File: src/rtl/calc_cmd_dispatcher.sv
// Command front-end for the MP calculator: queues host commands, issues them one at a time,
// waits the opcode's fixed latency and holds each result in a valid/ready register.
module calc_cmd_dispatcher #(
  parameter int DEPTH      = 4,
  parameter int LAT_SIMPLE = 10,
  parameter int LAT_CMUL   = 44,
  parameter int LAT_CDIV   = 96
) (
  input  logic                    clk,
  input  logic                    reset,
  input  logic                    cmd_valid,
  output logic                    cmd_ready,
  input  logic [7:0]              cmd_opcode,
  input  logic [15:0]             cmd_a,
  input  logic [15:0]             cmd_b,
  input  logic [15:0]             cmd_c,
  input  logic [15:0]             cmd_d,
  output logic [15:0]             calc_A,
  output logic [15:0]             calc_B,
  output logic [15:0]             calc_C,
  output logic [15:0]             calc_D,
  output logic [7:0]              calc_opcode,
  output logic                    calc_compute,
  input  logic [15:0]             calc_out,
  input  logic [15:0]             calc_im,
  output logic                    res_valid,
  input  logic                    res_ready,
  output logic [15:0]             res_out,
  output logic [15:0]             res_im,
  output logic [7:0]              res_opcode,
  output logic                    res_err,
  output logic [$clog2(DEPTH):0]  fifo_count,
  output logic                    busy
);

  localparam int AW      = $clog2(DEPTH);
  localparam int LAT_MAX = (LAT_CDIV > LAT_CMUL)
                           ? ((LAT_CDIV > LAT_SIMPLE) ? LAT_CDIV : LAT_SIMPLE)
                           : ((LAT_CMUL > LAT_SIMPLE) ? LAT_CMUL : LAT_SIMPLE);
  localparam int CW      = $clog2(LAT_MAX + 1);

  typedef enum logic [1:0] {IDLE, ISSUE, WAIT, CAPTURE} state_t;

  state_t          state;
  state_t          state_next;
  logic [71:0]     mem [DEPTH];
  logic [AW-1:0]   wr_ptr;
  logic [AW-1:0]   rd_ptr;
  logic            ready_en;
  logic            push;
  logic            pop;
  logic [71:0]     head;
  logic [7:0]      head_op;
  logic            head_bad;
  logic [7:0]      cur_opcode;
  logic            cur_err;
  logic [CW-1:0]   cnt;

  function automatic logic [CW-1:0] lat_minus1(input logic [7:0] op);
    case (op)
      8'd6:    return CW'(LAT_CMUL - 1);
      8'd7:    return CW'(LAT_CDIV - 1);
      default: return CW'(LAT_SIMPLE - 1);
    endcase
  endfunction

  // ready_en keeps cmd_ready low through reset and for the first edge after it
  assign cmd_ready = ready_en && (fifo_count != (AW+1)'(DEPTH));
  assign push      = cmd_valid && cmd_ready;
  assign pop       = (state == IDLE) && (fifo_count != '0) && !res_valid;
  assign head      = mem[rd_ptr];
  assign head_op   = head[71:64];
  assign head_bad  = head_op > 8'd9;

  always_ff @(posedge clk) begin
    if (push) mem[wr_ptr] <= {cmd_opcode, cmd_a, cmd_b, cmd_c, cmd_d};
  end

  always_ff @(posedge clk) begin
    if (reset) begin
      wr_ptr     <= '0;
      rd_ptr     <= '0;
      fifo_count <= '0;
      ready_en   <= 1'b0;
    end else begin
      ready_en <= 1'b1;
      if (push) wr_ptr <= wr_ptr + 1'b1;
      if (pop)  rd_ptr <= rd_ptr + 1'b1;
      case ({push, pop})
        2'b10:   fifo_count <= fifo_count + 1'b1;
        2'b01:   fifo_count <= fifo_count - 1'b1;
        default: fifo_count <= fifo_count;
      endcase
    end
  end

  always_ff @(posedge clk) begin
    if (reset) state <= IDLE;
    else       state <= state_next;
  end

  // Bad opcodes skip ISSUE/WAIT entirely so the calculator never sees them
  always_comb begin
    state_next = state;
    case (state)
      IDLE:    if (pop) state_next = head_bad ? CAPTURE : ISSUE;
      ISSUE:   state_next = WAIT;
      WAIT:    if (cnt == '0) state_next = CAPTURE;
      CAPTURE: state_next = IDLE;
      default: state_next = IDLE;
    endcase
  end

  always_comb begin
    calc_compute = (state == ISSUE);
    busy         = (state != IDLE);
  end

  always_ff @(posedge clk) begin
    if (reset) begin
      calc_A      <= '0;
      calc_B      <= '0;
      calc_C      <= '0;
      calc_D      <= '0;
      calc_opcode <= '0;
      cur_opcode  <= '0;
      cur_err     <= 1'b0;
      cnt         <= '0;
      res_valid   <= 1'b0;
      res_out     <= '0;
      res_im      <= '0;
      res_opcode  <= '0;
      res_err     <= 1'b0;
    end else begin
      if (pop) begin
        cur_opcode <= head_op;
        cur_err    <= head_bad;
        if (!head_bad) begin
          calc_opcode <= head_op;
          calc_A      <= head[63:48];
          calc_B      <= head[47:32];
          calc_C      <= head[31:16];
          calc_D      <= head[15:0];
        end
      end
      if (state == ISSUE)
        cnt <= lat_minus1(calc_opcode);
      else if (state == WAIT && cnt != '0)
        cnt <= cnt - 1'b1;
      if (state == CAPTURE) begin
        res_valid  <= 1'b1;
        res_out    <= cur_err ? 16'h0 : calc_out;
        res_im     <= cur_err ? 16'h0 : calc_im;
        res_opcode <= cur_opcode;
        res_err    <= cur_err;
      end else if (res_ready) begin
        res_valid <= 1'b0;
      end
    end
  end

endmodule
File: config.mk
export PLATFORM = sky130hd
export DESIGN_NAME = calc_cmd_dispatcher
export DESIGN_NICKNAME = d
export VERILOG_FILES = /design/src/rtl/calc_cmd_dispatcher.sv
export SDC_FILE = /design/constraint.sdc
export NUM_CORES = 1
export LEC_CHECK = 0
export CAP_MARGIN = 20
export CORE_MARGIN = 3
export CORE_UTILIZATION = 45
export DETAILED_ROUTE_END_ITERATION = 8
export GPL_TIMING_DRIVEN = 0
export HOLD_SLACK_MARGIN = 0.08
export PLACE_DENSITY_LB_ADDON = 0.15
export SETUP_SLACK_MARGIN = 0.05
export SYNTH_ARGS = -nofsm -noshare
export SYNTH_HDL_FRONTEND = slang
export SYNTH_SLANG_ARGS = --single-unit
File: constraint.sdc
create_clock -name clk -period 3.4 [get_ports clk]
set_clock_uncertainty 0.05 [all_clocks]
set_input_delay 1.02 -clock clk [delete_from_list [all_inputs] [get_ports clk]]
set_output_delay 1.02 -clock clk [all_outputs]
set_load 0.005 [all_outputs]
# --- After elaboration in Yosys (flattened, before gate mapping) ---
# Memories as Yosys holds them, arrays and structs flattened. A register that Yosys moved wholly into a read port is not among the register bits.
# Cells that the tools add are included.
# Widths: inputs -> output; s select.
totals:
  ff_bits: 140
  ram_bits: 288
  input_bits: 108
  out_inout_bits: 120
  word_cells: 69
  mem_count: 1
memory_table:
  columns: ["name", "words", "word_bits", "read_ports", "rd_ports_with_merged_regs", "wr", "line", "text"]
  rows:
  - ["mem", 4, 72, 1, 1, 1, "46", "logic [71:0] mem [DEPTH];"]
op_classes:
  addsub: 5
  order_cmp: 1
  eq_ne: 10
  n_mux: 17
  n_bitwise: 1
  n_reduce_logical: 16
ops:
  columns: ["op", "count"]
  rows:
  - ["$mux 16", 2]
  - ["$eq 8x3->1 const B", 2]
  - ["$mux 7", 2]
  - ["$pmux 7 s2", 1]
  - ["$mux 2", 5]
  - ["$gt 8x4->1 const B", 1]
  - ["$pmux 2 s4", 1]
  - ["$reduce_bool 2->1", 4]
  - ["$logic_not 7->1", 1]
  - ["$reduce_bool 7->1", 1]
  - ["$sub 7x1->7 const B", 1]
  - ["$eq 2x2->1 const B", 3]
  - ["$pmux 3 s2", 1]
  - ["$logic_and 1x1->1", 5]
  - ["$mux 1", 5]
  - ["$add 2x1->2 const B", 2]
  - ["$eq 2x1->1 const B", 2]
  - ["$ne 2x2->1 const B", 2]
  - ["$reduce_and 2->1", 2]
  - ["$add 3x1->3 const B", 1]
  - ["$ne 3x3->1 const B", 1]
  - ["$reduce_bool 3->1", 1]
  - ["$sub 3x1->3 const B", 1]
  - ["$logic_not 2->1", 1]
  - ["2 further kinds", 2]

# --- Logic depth before layout (Yosys ltp) ---
# Gate-level depths: netlist (run 1).
depth:
  depth_word: 5
  mapped_depth: 11
  depth_no_buf: 10

# --- Worst setup path after synthesis (run 1) ---
# No wires, ideal clock.
synth_path:
  path_type: "input port to flip-flop"
  startpoint: "input port cmd_valid"
  endpoint: "memory mem[1][0] (enable)"
  setup_time_ns: 0.438
  arrival_ns: 2.755
  required_time_ns: 2.912
  slack_ns: 0.157
  cell_stages: 1
  path_buffers: 0
  path_cell_list: "and3_1"
synth_via:
  elab_chain_len: 3
synth_rtl:
  columns: ["element", "line", "text"]
  rows:
  - ["from (decl)", "11", "input logic cmd_valid,"]
  - ["$logic_and 1x1->1", "69", "assign push = cmd_valid && cmd_ready;"]
  - ["$mux 1", "76", "if (push) mem[wr_ptr] <= {cmd_opcode, cmd_a, cmd_b, cmd_c, cmd_d};"]
  - ["$mux 1 (not written as such)", "76", null]
  - ["to (decl)", "46", null]
# No other way between the ends.

# --- Worst setup path in the final report (run 1) ---
layout_path:
  startpoint: "register state[1]"
  endpoint: "register fifo_count[2]"
layout_via:
  elab_chain_len: 5
  elab_cells_between_ends: 7
  classes_between: "2 x eq/ne; 1 x mux; 4 x reduce/logical"
layout_rtl:
  columns: ["element", "line", "text"]
  rows:
  - ["from (decl)", "44", "state_t state;"]
  - ["from (signal assigned)", "99", "else state <= state_next;"]
  - ["$logic_not 2->1 (*)", "70", "assign pop = (state == IDLE) && (fifo_count != '0) && !res_valid;"]
  - ["$logic_and 1x1->1 (*) (2 in a row)", "70", null]
  - ["via pop", "51", "logic pop;"]
  - ["$eq 2x1->1 / $eq 2x2->1 (equally long branches)", "89", "case ({push, pop})"]
  - ["$pmux 3 s2 / $reduce_bool 2->1 (equally long branches)", null, null]
  - ["to (signal assigned)", "90", "2'b10: fifo_count <= fifo_count + 1'b1;"]
  - ["to (signal assigned)", "91", "2'b01: fifo_count <= fifo_count - 1'b1;"]
  - ["to (signal assigned)", "92", "default: fifo_count <= fifo_count;"]
  - ["to (decl)", "32", "output logic [$clog2(DEPTH):0] fifo_count,"]
# The timed path passes the listed nets; every way through them passes the cells marked *.
# A chain may end at the register's enable or synchronous reset.

==> results of run 1 <==
==> report_power, final <==
part	internal, uW	total [uW]	switching [uW]
clock network	2710	4600	1890
registers	5920	6090	170
logic	1340	3420	2080
total	9970	14100	4140
==> worst min-delay path: cells and delay by family (launching register included) <==
kind | cells | cell delay (ns)
AOI/OAI and AO/OA | 1 | 0.05
DFF | 1 | 0.31
and+or+nand+nor | 1 | 0.05
==> per-stage QoR <==
step / total power, uW / cell area, um^2 / setup TNS [ns] / cells / hold WS [ns]
floorplan: 8430 / 16400 / 0 / 1049 / 0.386
global placement: 9610 / 19200 / -525.44 / 1736 / 0.397
detailed placement: 9650 / 19300 / 0 / 1741 / 0.402
CTS: 14300 / 20700 / 0 / 1821 / 0.410
global route: 14800 / 20700 / 0 / 1823 / 0.425
finish: 14100 / 20700 / 0 / 1823 / 0.408
==> sequential cells by signal (all words and copies together) (netlist names), named ones only <==
name and cells:
fifo_count 3, cur_err 1, calc_B 16, ready_en 1, calc_D 16, calc_opcode 8, calc_C 16, wr_ptr 2
calc_A 16, cur_opcode 8, res_im 16, mem 288, res_err 1, res_opcode 8, cnt 7, state 2
res_out 16, rd_ptr 2, res_valid 1
==> final timing paths <==
check / from / to / slack, ns
setup / recovery: state[1]$_SDFFE_PP0P_ / fifo_count[2]$_SDFFE_PP0P_ / 0.37
hold / removal: cur_opcode[1]$_SDFFE_PP0P_ / cur_opcode[1]$_SDFFE_PP0P_ / 0.41
setup reg to reg: state[1]$_SDFFE_PP0P_ / fifo_count[2]$_SDFFE_PP0P_ / 0.37
hold reg to reg: cur_opcode[1]$_SDFFE_PP0P_ / cur_opcode[1]$_SDFFE_PP0P_ / 0.41
==> cells in the final DEF (no fill, tap or decap), types with 3 or more instances in the layout <==
| cell type | instances |
|---|---|
| clkbuf_1 | 78 |
| nor4_1 | 4 |
| buf_1 | 14 |
| nor3_1 | 3 |
| o21ai_0 | 7 |
| clkbuf_16 | 45 |
| ha_1 | 11 |
| nand2_1 | 16 |
| nand4_1 | 65 |
| mux4_2 | 72 |
| o31ai_2 | 20 |
| edfxtp_1 | 288 |
| nor2_1 | 54 |
| mux2i_1 | 10 |
| xnor2_1 | 3 |
| inv_1 | 19 |
| buf_16 | 4 |
| nor2b_1 | 33 |
| clkinv_1 | 8 |
| o21a_1 | 4 |
| or3_1 | 5 |
| dfxtp_1 | 142 |
| o31ai_1 | 46 |
| and3_4 | 4 |
| buf_6 | 4 |
| clkinv_2 | 3 |
| xor2_1 | 3 |
| buf_2 | 6 |
| clkdlybuf4s50_1 | 226 |
| nor3b_1 | 5 |
| bufinv_16 | 3 |
| a21oi_1 | 121 |
==> per-layer routing <==
| metal | part of all wire, % | global-route usage, % | up-vias | routed length [um] |
|---|---|---|---|---|
| li1 | - | - | 4677 | - |
| met4 | 2.4 | 5.57 | 6 | 914 |
| met3 | 5.4 | 4.10 | 65 | 2070 |
| met5 | 0.12 | 0 | - | 47 |
| met2 | 49 | 33.2 | 266 | 18600 |
| met1 | 43 | 25.7 | 4978 | 16400 |
==> final cells by class <==
cell class	count	share of cell area (%)
Antenna cell	2	0.0242
Buffer	86	1.74
Clock buffer	65	5.91
Clock inverter	15	0.688
Inverter	19	0.344
Multi-Input combinational cell	514	21.6
Sequential cell	430	55.5
Tap cell	461	2.78
Timing Repair Buffer	231	11.5
==> kinds of logic after synthesis <==
group                    count (synthesis)
AO/OA/AOI/OAI                          214
XOR/XNOR                                 6
adder cells (fa/ha/maj)                 12
buffers and inverters                  105
flip-flops                             430
multiplexers                            82
AND/OR/NAND/NOR                        200
==> metrics.cfg, run 1 <==
[hold_path]
worstHoldPathCells = 2
hold_path.class = flip-flop to flip-flop

[logic_synthesis]
yosys_warnings = 0
synth_common_cells = edfxtp_1 (288), dfxtp_1 (142), a21oi_1 (121)
synth_compound_area_share_pct = 8.59
synth_mux_area_share_pct = 10.5
ys_seq_area_share_pct = 70.2
synth_area_leaders = edfxtp_1 (53%), dfxtp_1 (17%), mux4_2 (9.9%)
synth_xor_area_share_pct = 0.321
yosysTopAreaCell = edfxtp_1
synth_nets = 1169
yosysTopAreaCellShare_pct = 52.8
synth.most_common_cell = edfxtp_1
ys_ff_latch = 430
synth-adder-area-share_pct = 0.963
synth_cell_type_count = 47
synthCells = 1049
async_flop_share_pct = 0
synth-simple-area-share_pct = 6.75
synth_edf_count = 288
netlist_area_um2 = 16400
synth_top_family_by_area = multiplexers
synth_top_flop_cell = edfxtp_1
syn_avg_cell_area_um2 = 15.6

[detailed_routing]
drc_errors = 0
drt-wirelength-per-cell_um = 20.9
num_vias = 9992
via_per_inst = 5.48
ant_nets = 0
wirelength_mm = 38.1
firstDrtPassIters = 5
drtIter0Drc = 589

[global_route]
antenna_found_initial = 5
gr-total-overflow = 0
grt_max_degree = 44
globalRouteTotalUtil_pct = 19.5
first_global_vias = 10200
grt_pass1_wl_mm = 58.4

[clock_network]
ctsHoldBuffers = 0
cts_resized = 0
h-tree-depth = 2
cts_buffers = 45
cts-root-buf = clkbuf_16
cts_buffer_depth = 3
postCtsSetupBuffers = 0
cts.sinks = 430
clk_pin_slew_ns = 0.06
clk_latency_ns = 0.54
cts_tree = done

[worst_setup_path]
cp_num_cells = 11
cp.arrival_ns = 3.46
required_ns = 3.82
path_delay_family = adder cells
slowest_stage = clkbuf_1
critPathMaxFanout = 10
reg2reg_depth = 11
worst-path-buf-inv = 4
end_kind = flip-flop
crit_type = flip-flop to flip-flop
crit_top_cell = inv_1
crit_chain = inv_1 -> ha_1 -> nand3_2 -> inv_1 -> clkbuf_1 -> ha_1 -> inv_1 -> fa_1 -> xor2_1 -> or3_1 -> a21oi_1
cp-start-kind = flip-flop
critPathMaxStageDelay_ns = 0.43

[place]
place_congestion = 0.778
place.port_buffers = 226
dp_slack_ns = 0.0790
hpwl_mm = 25.3

[layout]
final_util_pct = 58.0
drive_gt1_share_pct = 12.9
fill_cells = 2868
nNetsFinal = 1447
area_growth_pct = 26.6
multi_input_area_um2 = 4470
register_area_um2 = 11500

[die]
die_h_um = 197
rows = 69
design.core.area_um2 = 35700
io_pins = 228
dieWidth_um = 197
start_util_pct = 45.8
die_area_um2 = 38700

[timing]
tightest_slew_ns = 0.984
final-setup-viol-count = 0
drv_slew = 0
period_needed_ns = 3.03
layout_setup_ws_ns = 0.366
max_freq_mhz = 330
slew_headroom_pct = 33.6
timing.final.crit_share_pct = 89.2
finalHoldViolations = 0
rsz0062_at_grt = false

[pwr]
ir_drop_uv = 434
powerDensity_nw_per_um2 = 681
p_leak_uw = 0.00655

[status]
status = complete, no violations

[job]
maxCapViolations = 0

(Power assumes the default switching activity.)
==> run 2: changes to the inputs <==
- GPL_TIMING_DRIVEN: 0 -> default
- SKIP_CTS_REPAIR_TIMING: default -> 1
==> run 2 against run 1 <==
Net effect:
- first-iteration DRC count rose by 5.1%
- power fell by 0.53%
- wire length fell by 0.59%
- combinational power fell by 2%
- critical endpoint is now calc_compute
==> metrics.cfg, run 2 (synthesized netlist as in run 1, its figures left out) <==
[status]
status = complete, no violations

[pwr]
total_power_uw = 14000
intPower_uw = 9900
switchingPower_uw = 4130
pwr-share-seq_pct = 43.7
powerDensity_nw_per_um2 = 682
ir_drop_uv = 487
power_frac_comb_pct = 23.8
p_leak_uw = 0.00654
swShare_pct = 29.5
clkPwrFrac_pct = 32.4

[worst_setup_path]
required_ns = 2.33
cp.arrival_ns = 1.97
end_kind = primary output
critPathMaxFanout = 10
cp-start-kind = flip-flop
crit_type = flip-flop to primary output
reg2reg_depth = 5

[layout]
drive_gt1_share_pct = 15.6
layout_common_cells = edfxtp_1 (288), clkdlybuf4s50_1 (226), dfxtp_1 (140)
largest_register = mem
area_growth_pct = 25.7
final_cell_area_um2 = 20600
nNetsFinal = 1382
largest_reg_flops = 288
fill_cells = 2870
final_common_cell = edfxtp_1

[global_route]
globalRouteTotalUtil_pct = 19.4
grt_pass1_wl_mm = 59.2
first_global_vias = 10400
gr-total-overflow = 0
grt_max_degree = 76
antenna_found_initial = 2

[die]
rows = 69
die_area_um2 = 38700
start_util_pct = 45.8
io_pins = 228
die_h_um = 197
dieWidth_um = 197
design.core.area_um2 = 35700

[place]
hpwl_mm = 22.0
place.port_buffers = 227
place_congestion = 0.758
dpl_cell_area_um2 = 19200

[timing]
rsz0062_at_grt = false
fin_tns_setup_ns = 0
final-setup-viol-count = 0
timing.final.crit_share_pct = 89.5
period_needed_ns = 3.04
slew_headroom_pct = 27.1
drv_slew = 0
max_freq_mhz = 329
tightest_slew_ns = 1.09
finalHoldViolations = 0

[clock_network]
cts_buffers = 44
clk_latency_ns = 0.52
clk_pin_slew_ns = 0.06
cts_tree = done
cts_buffer_depth = 3
cts-root-buf = clkbuf_16
cts.sinks = 430
h-tree-depth = 2

[hold_path]
worstHoldPathCells = 2
hold_path.class = flip-flop to flip-flop

[detailed_routing]
wirelength_mm = 37.9
drt-wirelength-per-cell_um = 21.5
via_per_inst = 5.67
firstDrtPassIters = 5
drtIter0Drc = 619
drc_errors = 0
num_vias = 9976
ant_nets = 0

[job]
maxCapViolations = 0

==> run 2: final timing paths <==
check | start | slack [ns] | end
setup / recovery | state[1]$_SDFFE_PP0P_ | 0.36 | calc_compute
hold / removal | cur_opcode[3]$_SDFFE_PP0P_ | 0.41 | cur_opcode[3]$_SDFFE_PP0P_
setup reg to reg | flip-flop | 0.55 | calc_D[3]$_SDFFE_PP0P_
hold reg to reg | cur_opcode[3]$_SDFFE_PP0P_ | 0.41 | cur_opcode[3]$_SDFFE_PP0P_
==> run 2: final cells by class <==
type	instances	area, um^2	area share, %
clock inverters	16	97.6	0.475
well taps	461	577	2.80
inverters	19	71.3	0.347
multi-input cells	514	4510	21.9
clock buffers	63	1270	6.19
repair buffers	253	2530	12.3
diodes	2	5.00	0.0243
flip-flops and latches	430	11500	55.9
==> run 2: power by group through the flow <==
| stage | clock (uW) | sequential [uW] | combinational, uW |
|---|---|---|---|
| after floorplan | 0 | 6160 | 2270 |
| after global placement | 0 | 6240 | 3340 |
| after detailed placement | 0 | 6250 | 3370 |
| after CTS | 4660 | 6150 | 3390 |
| after global routing | 4870 | 6190 | 3640 |
| final | 4550 | 6140 | 3350 |
==> run 2: per-layer routing <==
layer / routed length, um / vias to the layer above / GRT usage (%)
met5: 9 / - / 0
met4: 956 / 2 / 5.78
met3: 2130 / 69 / 3.09
met2: 18100 / 319 / 31.7
met1: 16700 / 5042 / 27.2
li1: - / 4544 / -
==> run 2: worst max-delay path, cell delays in order (launching register included) <==
cell and delay [ns]:
dfxtp_1 0.33, inv_1 0.13, ha_1 0.40, clkdlybuf4s50_1 0.59
==> run 2: through the flow <==
stage               cells  hold WS [ns]  utilization [%]  setup WS [ns]
CTS                  1756         0.414             57.5          0.338
global placement     1676         0.399             53.7          0.345
detailed placement   1677         0.406             53.7          0.306
finish               1758         0.412             57.5          0.357
global route         1757         0.435             57.5          0.243
floorplan            1049         0.386                -          0.157
